**src/rtl/exp_pkg.sv**
```systemverilog
// exp_pkg: shared definitions for the exponent-engine scheduler.
//   - state_t     : scheduler FSM state encoding (IDLE encodes to 0)
//   - W_DEF       : default operand/result width
//   - N_REQ_DEF   : default number of requesters
//   - TIMEOUT_DEF : default maximum number of WAIT cycles before abort
package exp_pkg;

  localparam int W_DEF       = 16;
  localparam int N_REQ_DEF   = 4;
  localparam int TIMEOUT_DEF = 1024;

  typedef enum logic [2:0] {
    S_IDLE     = 3'd0,
    S_GRANT    = 3'd1,
    S_DISPATCH = 3'd2,
    S_WAIT     = 3'd3,
    S_RESPOND  = 3'd4
  } state_t;

endpackage

```
**src/rtl/rr_arbiter.sv**
```systemverilog
// rr_arbiter: combinational round-robin selector.
// The search starts at requester (last_served+1) mod N_REQ and wraps around.
// Ports:
//   req         in  N_REQ  request vector
//   last_served in  IW     index of the most recently served requester
//   grant       out N_REQ  one-hot winner (all zero when req is zero)
//   index       out IW     binary index of the winner (0 when req is zero)
module rr_arbiter #(
  parameter int N_REQ = 4,
  parameter int IW    = 2
) (
  input  logic [N_REQ-1:0] req,
  input  logic [IW-1:0]    last_served,
  output logic [N_REQ-1:0] grant,
  output logic [IW-1:0]    index
);

  int          w_pos;
  logic [IW-1:0] w_pos_idx;
  logic        w_found;

  always_comb begin
    grant     = '0;
    index     = '0;
    w_found   = 1'b0;
    w_pos     = 0;
    w_pos_idx = '0;
    for (int k = 0; k < N_REQ; k++) begin
      // last_served < N_REQ and 1+k <= N_REQ, so one subtraction wraps it
      w_pos = int'(last_served) + 1 + k;
      if (w_pos >= N_REQ) w_pos = w_pos - N_REQ;
      w_pos_idx = IW'(w_pos);
      if (!w_found && req[w_pos_idx]) begin
        w_found          = 1'b1;
        grant[w_pos_idx] = 1'b1;
        index            = w_pos_idx;
      end
    end
  end

endmodule

```
**src/rtl/exp_sched.sv**
```systemverilog
// exp_sched: shares one external exponent engine among N_REQ requesters.
// One job is in flight at a time: IDLE -> GRANT -> DISPATCH -> WAIT -> RESPOND.
// Handshake: a requester holds req[i] high with stable req_c/req_j slices
// until it sees the one-cycle gnt[i] pulse, at which point its operands have
// been captured; its result later arrives as a one-cycle rsp_valid[i] pulse
// with rsp_g/rsp_err valid only in that cycle (both read 0 otherwise).
// Toward the engine, eng_start is a one-cycle pulse with eng_c/eng_j held
// stable until eng_done (a one-cycle pulse carrying eng_g) or eng_abort.
// Ports:
//   clk, rst_n            clock, asynchronous active-low reset
//   req, req_c, req_j     per-requester request level and operands
//   gnt, rsp_valid        one-hot grant pulse / one-hot response pulse
//   rsp_g, rsp_err        response result and error flag
//   eng_start, eng_c,
//   eng_j, eng_abort      engine control and operands
//   eng_done, eng_g       engine completion pulse and result
//   dbg_state             current FSM state (state_t encoding)
module exp_sched
  import exp_pkg::*;
#(
  parameter int N_REQ   = N_REQ_DEF,
  parameter int W       = W_DEF,
  parameter int TIMEOUT = TIMEOUT_DEF
) (
  input  logic               clk,
  input  logic               rst_n,
  input  logic [N_REQ-1:0]   req,
  input  logic [N_REQ*W-1:0] req_c,
  input  logic [N_REQ*W-1:0] req_j,
  output logic [N_REQ-1:0]   gnt,
  output logic [N_REQ-1:0]   rsp_valid,
  output logic [W-1:0]       rsp_g,
  output logic               rsp_err,
  output logic               eng_start,
  output logic [W-1:0]       eng_c,
  output logic [W-1:0]       eng_j,
  input  logic               eng_done,
  input  logic [W-1:0]       eng_g,
  output logic               eng_abort,
  output logic [2:0]         dbg_state
);

  localparam int IW = (N_REQ > 1) ? $clog2(N_REQ) : 1;
  localparam int CW = (TIMEOUT > 1) ? $clog2(TIMEOUT) : 1;

  state_t             r_state;
  state_t             w_next;
  logic [W-1:0]       r_c;
  logic [W-1:0]       r_j;
  logic [N_REQ-1:0]   r_sel;
  logic [IW-1:0]      r_idx;
  logic [IW-1:0]      r_last;
  logic [W-1:0]       r_g;
  logic               r_err;
  logic [CW-1:0]      r_cnt;

  logic [N_REQ-1:0]   w_grant;
  logic [IW-1:0]      w_idx;
  logic [W-1:0]       w_c;
  logic [W-1:0]       w_j;
  logic               w_c_le1;
  logic               w_timeout;

  rr_arbiter #(
    .N_REQ (N_REQ),
    .IW    (IW)
  ) u_arb (
    .req         (req),
    .last_served (r_last),
    .grant       (w_grant),
    .index       (w_idx)
  );

  // Operand mux driven by the one-hot arbiter grant
  always_comb begin
    w_c = '0;
    w_j = '0;
    for (int i = 0; i < N_REQ; i++) begin
      if (w_grant[i]) begin
        w_c = req_c[i*W +: W];
        w_j = req_j[i*W +: W];
      end
    end
  end

  // A base of 0 or 1 can never grow past j, so such jobs are rejected
  assign w_c_le1   = (r_c <= W'(1));
  assign w_timeout = (r_state == S_WAIT) && (r_cnt == CW'(TIMEOUT - 1));

  // FSM state register
  always_ff @(posedge clk or negedge rst_n) begin
    if (!rst_n) r_state <= S_IDLE;
    else        r_state <= w_next;
  end

  // FSM next state
  always_comb begin
    w_next = r_state;
    case (r_state)
      S_IDLE:     if (|req) w_next = S_GRANT;
      S_GRANT:    w_next = w_c_le1 ? S_RESPOND : S_DISPATCH;
      S_DISPATCH: w_next = S_WAIT;
      S_WAIT:     if (eng_done || w_timeout) w_next = S_RESPOND;
      S_RESPOND:  w_next = S_IDLE;
      default:    w_next = S_IDLE;
    endcase
  end

  // Job datapath
  always_ff @(posedge clk or negedge rst_n) begin
    if (!rst_n) begin
      r_c    <= '0;
      r_j    <= '0;
      r_sel  <= '0;
      r_idx  <= '0;
      r_g    <= '0;
      r_err  <= 1'b0;
      r_cnt  <= '0;
      r_last <= IW'(N_REQ - 1);
    end else begin
      case (r_state)
        S_IDLE: begin
          if (|req) begin
            r_c   <= w_c;
            r_j   <= w_j;
            r_sel <= w_grant;
            r_idx <= w_idx;
          end
        end
        S_GRANT: begin
          if (w_c_le1) begin
            r_g   <= '0;
            r_err <= 1'b1;
          end
        end
        S_DISPATCH: r_cnt <= '0;
        S_WAIT: begin
          // Completion takes priority over a timeout in the same cycle
          if (eng_done) begin
            r_g   <= eng_g;
            r_err <= 1'b0;
          end else if (w_timeout) begin
            r_g   <= '1;
            r_err <= 1'b1;
          end else begin
            r_cnt <= r_cnt + CW'(1);
          end
        end
        S_RESPOND: r_last <= r_idx;
        default: ;
      endcase
    end
  end

  // Outputs decoded from registered state; all zero while in reset
  assign gnt       = (r_state == S_GRANT)   ? r_sel : '0;
  assign rsp_valid = (r_state == S_RESPOND) ? r_sel : '0;
  assign rsp_g     = (r_state == S_RESPOND) ? r_g   : '0;
  assign rsp_err   = (r_state == S_RESPOND) ? r_err : 1'b0;
  assign eng_start = (r_state == S_DISPATCH);
  assign eng_c     = r_c;
  assign eng_j     = r_j;
  assign eng_abort = w_timeout && !eng_done;
  assign dbg_state = r_state;

endmodule

```
**config.mk**
```make
export PLATFORM = sky130hd
export DESIGN_NAME = exp_sched
export DESIGN_NICKNAME = d
export VERILOG_FILES = /design/src/rtl/exp_pkg.sv /design/src/rtl/rr_arbiter.sv /design/src/rtl/exp_sched.sv
export SDC_FILE = /design/constraint.sdc
export NUM_CORES = 1
export LEC_CHECK = 0
export CAP_MARGIN = 20
export CORE_ASPECT_RATIO = 0.6
export CORE_UTILIZATION = 46
export DETAILED_ROUTE_END_ITERATION = 8
export HOLD_SLACK_MARGIN = 0.12
export PLACE_DENSITY = 0.86
export SLEW_MARGIN = 10
export SYNTH_ARGS = -nofsm -noshare
export SYNTH_HDL_FRONTEND = slang
export SYNTH_SLANG_ARGS = --single-unit
```
**constraint.sdc**
```tcl
create_clock -name clk -period 5.3 [get_ports clk]
set_input_delay 1.06 -clock clk [delete_from_list [all_inputs] [get_ports clk]]
set_output_delay 1.06 -clock clk [all_outputs]
set_load 0.005 [all_outputs]
```
# Word level (Yosys, flattened, before mapping)
# Index checks and enable logic that the tools add are counted.
word_totals:
  ff_bits: 70
  wordCells: 125
op_classes:
  n_addsub: 9
  magnitude_cmp: 13
  eq_ne: 11
  muxes: 58
  n_bitwise: 3
  n_reduce_logical: 22
op_table:
  columns: ["cell", "count"]
  rows:
  - ["$mux W16", 12]
  - ["$ge A32 B4 Y1 const B", 3]
  - ["$pmux W16 S2", 1]
  - ["$mux W4", 6]
  - ["$mux W10", 2]
  - ["$pmux W10 S2", 1]
  - ["$le A16 B1 Y1 const B", 1]
  - ["$mux W2", 8]
  - ["$mux W1", 15]
  - ["$lt A2 B3 Y1 const B", 4]
  - ["$or A4 B4 Y4", 3]
  - ["$pmux W3 S4", 1]
  - ["$add A10 B1 Y10 const B", 1]
  - ["$eq A10 B10 Y1 const B", 1]
  - ["$logic_and A1 B1 Y1", 9]
  - ["$mux W3", 3]
  - ["$add A3 B2 Y4 const B", 2]
  - ["$bmux W1 S2", 4]
  - ["$demux W1 S2", 4]
  - ["$ge A2 B1 Y1 const B", 4]
  - ["$ne A2 B2 Y1 const B", 4]
  - ["$sub A2 B1 Y2 const B", 4]
  - ["$eq A3 B2 Y1 const B", 2]
  - ["$reduce_and A3 Y1", 2]
  - ["other kinds (14)", 19]

# Longest topological paths before layout
logic_depth:
  ltp_word: 19
  mapped_depth: 13

# Modules after synthesis
# From an unflattened synthesis, not the netlist that was laid out.
unflattened:
  cells_unflattened: 512
  area_unflattened_um2: 4630.7
modules_own_cells:
  columns: ["mod", "instances", "cells_each", "area_per_inst_um2"]
  rows:
  - ["exp_sched", 1, 453, 4137.7]
  - ["rr_arbiter", 1, 59, 493.0]

# Worst setup path after synthesis
# OpenSTA, ideal clock, no wires.
synth_timing:
  path_type: "flip-flop to flip-flop"
  start: "register r_last[0]"
  end: "register r_c[10], in the netlist eng_c[10]"
  setup_ns: 0.080
  arrival_time_ns: 3.167
  required_ns: 5.220
  setup_slack_ns: 2.053
  path_stages_with_launch: 12
  synth_period_minus_slack_ns: 3.247
  cell_sequence: "dfstp_2 buf_2 buf_6 inv_1 ha_1 and4bb_1 or4_4 a32o_1 nor4_4 nand2_4 buf_6 o211ai_2"
synth_via:
  elab_chain_cells: 19
  elab_cells_between_ends: 64
synth_lines:
  columns: ["element", "line_no", "source"]
  rows:
  - ["start, declared", "exp_sched.sv:52", "logic [IW-1:0] r_last;"]
  - ["start signal, assigned", "exp_sched.sv:119", "r_last <= IW'(N_REQ - 1);"]
  - ["start signal, assigned", "exp_sched.sv:149", "S_RESPOND: r_last <= r_idx;"]
  - ["$add A2 B1 Y3 (*)", "rr_arbiter.sv:30", "w_pos = int'(last_served) + 1 + k;"]
  - ["branches (longest 13 deep; another with $ge A32 B4 Y1)", null, null]
  - ["$mux W4 (*)", "rr_arbiter.sv:33", "if (!w_found && req[w_pos_idx]) begin"]
  - ["$mux W16 (3 in a row)", "exp_sched.sv:79", "if (w_grant[i]) begin"]
  - ["$mux W16 (*)", "exp_sched.sv:79", null]
  - ["end signal, assigned", "exp_sched.sv:124", "r_c <= w_c;"]
  - ["end, declared", "exp_sched.sv:48", "logic [W-1:0] r_c;"]
# Mark *: on every way between the ends. The select of a mux whose other input is x is not followed.
# A chain may end at the register's enable or synchronous reset.

# Final worst setup path
layout_timing:
  start: "input port req[3]"
  end: "register r_j[3], in the netlist eng_j[3]"
layout_via:
  elab_chain_cells: 16
  elab_cells_between_ends: 30
layout_lines:
  columns: ["element", "line_no", "source"]
  rows:
  - ["start, declared", "exp_sched.sv:27", "input logic [N_REQ-1:0] req,"]
  - ["$bmux W1 S2", "rr_arbiter.sv:33", null]
  - ["$mux W1 (implied by the code)", "rr_arbiter.sv:33", null]
  - ["$mux W1", "rr_arbiter.sv:33", null]
  - ["$logic_not A1 Y1", "rr_arbiter.sv:33", null]
  - ["$logic_and A1 B1 Y1", "rr_arbiter.sv:33", null]
  - ["$mux W1", "rr_arbiter.sv:33", null]
  - ["$logic_not A1 Y1", "rr_arbiter.sv:33", null]
  - ["$logic_and A1 B1 Y1", "rr_arbiter.sv:33", null]
  - ["$mux W1", "rr_arbiter.sv:33", null]
  - ["$logic_not A1 Y1", "rr_arbiter.sv:33", null]
  - ["$logic_and A1 B1 Y1", "rr_arbiter.sv:33", null]
  - ["$mux W4", "rr_arbiter.sv:33", null]
  - ["$mux W16 (4 in a row)", "exp_sched.sv:79", null]
  - ["end signal, assigned", "exp_sched.sv:125", "r_j <= w_j;"]
  - ["end, declared", "exp_sched.sv:49", "logic [W-1:0] r_j;"]
# Parallel ways exist; a longest one is shown, timed or not. The select of a mux whose other input is x is not followed.

==> impl_metrics.csv <==
group,metric,value,unit
clock_tree,cts_resized,0,
clock_tree,clk_path_buf_depth,2,
floorplanning,io_pins,213,
route,wl,16330,um
worst_setup_path,cp-start-kind,"input pin",
finish,nets,843,
hold_path,min_delay_path_depth,2,
yosys,yosys_warnings,0,
global_route,grt_usage,31.21,%
placed_design,hpwl,11260,um
yosys,yosysSeqAreaShare,37.24,%
sta,finClkSkew,0.006630,ns
route,routedWlPerCell,19.82,um
power,p_per_area,493.6,nW/um2
sta,slew_violations,0,
hold_path,hold_path_class,"reg -> reg",
run_status,status,"finished, final reports clean",
sta,slew_headroom,38.46,%
worst_setup_path,setup.worst_path.end_class,"flop",
placed_design,place_congestion,0.9311,
placed_design,io_buffer_count,212,
floorplanning,std_cell_rows,28,
worst_setup_path,cp.arrival,4.22,ns
route,first_pass_iters,5,
clock_tree,clock_latency,0.33,ns
worst_setup_path,required,5.55,ns
route,via_per_inst,6.121,
worst_setup_path,r2r_cells,10,
route,drtIter0Drc,389,
worst_setup_path,slowest_delay,0.66,ns
floorplanning,coreArea,9915,um2
sta,finalSetupViolations,0,
sta,finalHoldViolCount,0,
yosys,synth_area,4711,um2
clock_tree,cts_setup_buffers,0,
clock_tree,clkTransAtPathRegs,0.06,ns
sta,rsz0062_at_grt,"false",
hold_path,hold_start,"r_g[11]",
floorplanning,die_w,132.6,um
placed_design,post_dp_cell_area,6865,um2
clock_tree,htree_levels,3,
finish,drive_gt1_share,10.16,%
sta,final.setup.tns,0,ns
sta,timing.fmax,252.0,MHz
clock_tree,ctsHoldBuffers,0,
floorplanning,die_area,10660,um2
hold_path,holdPathEnd,"r_g[11]",
global_route,gr-total-overflow,0,
worst_setup_path,critPathMaxFanout,34,
yosys,netlist_instances,496,
yosys,synthArstFlopShare,100.0,%
finish,layout_common_cells,"211 x clkdlybuf4s50_1, 68 x dfrtp_1, 53 x and2_1",
finish,final_area,7197,um2
floorplanning,start_util,47.51,%
worst_setup_path,worst_path_max_delay_cell,"clkdlybuf4s50_1",
clock_tree,cts_inserted_buffers,9,
clock_tree,clock_sinks,70,
sta,tightest_slew,0.9230,ns
yosys,syn_nets,655,
worst_setup_path,cp_common_cell,"buf_4",
sta,period_needed,3.968,ns
route,drc,0,
floorplanning,die_height,80.39,um
power,p_leak,2.845,nW
clock_tree,cts_root_buf,"clkbuf_16",
finish,mostFrequentLayoutCell,"clkdlybuf4s50_1",
worst_setup_path,path_class,"in -> reg",
worst_setup_path,path_cells,"clkdlybuf4s50_1 -> mux2i_1 -> or4b_1 -> a211o_1 -> buf_4 -> nand3_1 -> buf_4 -> a32oi_1 -> o211ai_2",
worst_setup_path,r2r_end,"eng_j[3]",
worst_setup_path,reg2reg_from,"r_last[0]",
worst_setup_path,r2r_slack,1.46,ns
yosys,synth-edff-count,0,
yosys,synthFlopType,"dfrtp_1",
finish,antenna_cells,0,
global_route,grt_first_pass_wirelength,25760,um
yosys,avgSynthCellArea,9.498,um2
yosys,ys_ff_latch,70,
global_route,grt_pass1_vias,5028,
global_route,antenna_found_initial,0,
power,ir_drop,335.0,uV
finish,area_growth,52.78,%
sta,period_share,74.87,%
route,final_antenna_net_count,0,
clock_tree,cts_tree,"yes",
flow_run,maxCapViolCount,0,
yosys,ys_types,56,
route,vias,5044,
global_route,grt_start_max_net_pins,71,
==> final cells by class <==
class                      count  area, um2
multi-input combinational    373       2720
fill                         730       2718
timing repair buffer         221       2195
sequential                    70       1754
clock buffer                  11      242.7
tap                          135      168.9
clock inverter                 5      82.58
inverter                       9      33.78
==> power breakdown <==
group	internal [mW]	switching (mW)
Combinational	0.860	1.15
Sequential	0.720	0.167
Clock	0.426	0.233
==> routing by layer <==
| metal | GRT usage, % | vias to the layer above | wire length, um |
|---|---|---|---|
| li1 | - | 2266 | - |
| met1 | 40.66 | 2494 | 7015 |
| met2 | 52.00 | 261 | 7911 |
| met3 | 7.323 | 23 | 1192 |
| met4 | 9.080 | 0 | 211 |
| met5 | 0 | - | 0 |
==> metrics by stage <==
| stage | setup WS (ns) | utilization, % | instances | power, mW | hold slack, ns |
|---|---|---|---|---|---|
| final | 1.332 | 72.59 | 824 | 3.552 | 0.4667 |
| after global routing | 1.142 | 72.59 | 824 | 3.769 | 0.4973 |
| after CTS | 1.386 | 72.53 | 824 | 3.528 | 0.4713 |
| after detailed placement | 1.042 | 69.25 | 808 | 2.860 | 0.4586 |
| after global placement | 1.203 | 69.09 | 807 | 2.771 | 0.4526 |
| after floorplan | 2.053 | - | 496 | 2.159 | 0.4402 |
==> synthesized netlist by cell type, drive strengths merged, types with 2 or more instances <==
cell type	n	area (um2)
nor3	7	35.03
o21ai	9	45.04
and4	2	17.52
mux2i	2	20.02
nor2b	21	131.4
o22ai	3	18.77
a41oi	2	17.52
dfrtp	68	1702
a32oi	31	271.5
a22oi	33	247.7
a2111oi	2	23.77
and2	58	362.9
inv	9	33.78
ha	8	100.1
xnor2	3	26.28
o31ai	17	127.6
nor3b	4	30.03
mux2	5	56.30
nor4b	2	17.52
or4	2	18.77
a21oi	8	40.04
xor2	4	35.03
buf	22	135.1
a211o	4	36.29
nor4	6	52.55
nand4	5	31.28
nor2	12	45.04
nand2	35	138.9
dfstp	2	52.55
a32o	3	30.03
nand3	39	195.2
clkbuf	22	82.58
o211ai	32	390.4
==> cells by family after synthesis <==
kind of cell,count (synthesis),share of synthesized area [%]
buf+inv,53,5.339
fa+ha+maj,8,2.125
mux,8,2.098
xor+xnor,7,1.301
flops,70,37.24
simple gates,199,24.06
compound gates,151,27.84
==> state kept, by name, summed over array words and instances (netlist names) <==
name,flops
dbg_state,3
eng_c,16
r_sel,4
r_g,16
r_err,1
eng_j,16
r_idx,2
r_cnt,10
r_last,2
==> critical path: cells and delay by family <==
kind                   cells  cell delay (ns)
AOI/OAI and AO/OA          3             0.62
muxes                      1             0.23
and+or+nand+nor            2             1.01
buffers and inverters      3             1.27
==> how the worst max path moves through the flow <==
stage,to,depth (start not counted),slack [ns],start
after global routing,eng_c[0],9,1.14,req[3]
after floorplan,eng_c[10],11,2.05,r_last[0]
after CTS,eng_j[3],9,1.39,req[3]
final,eng_j[3],9,1.33,req[3]
after detailed placement,eng_j[3],9,1.04,req[3]
after global placement,eng_c[0],9,1.20,req[3]
Power figures use the tool's default switching activity.
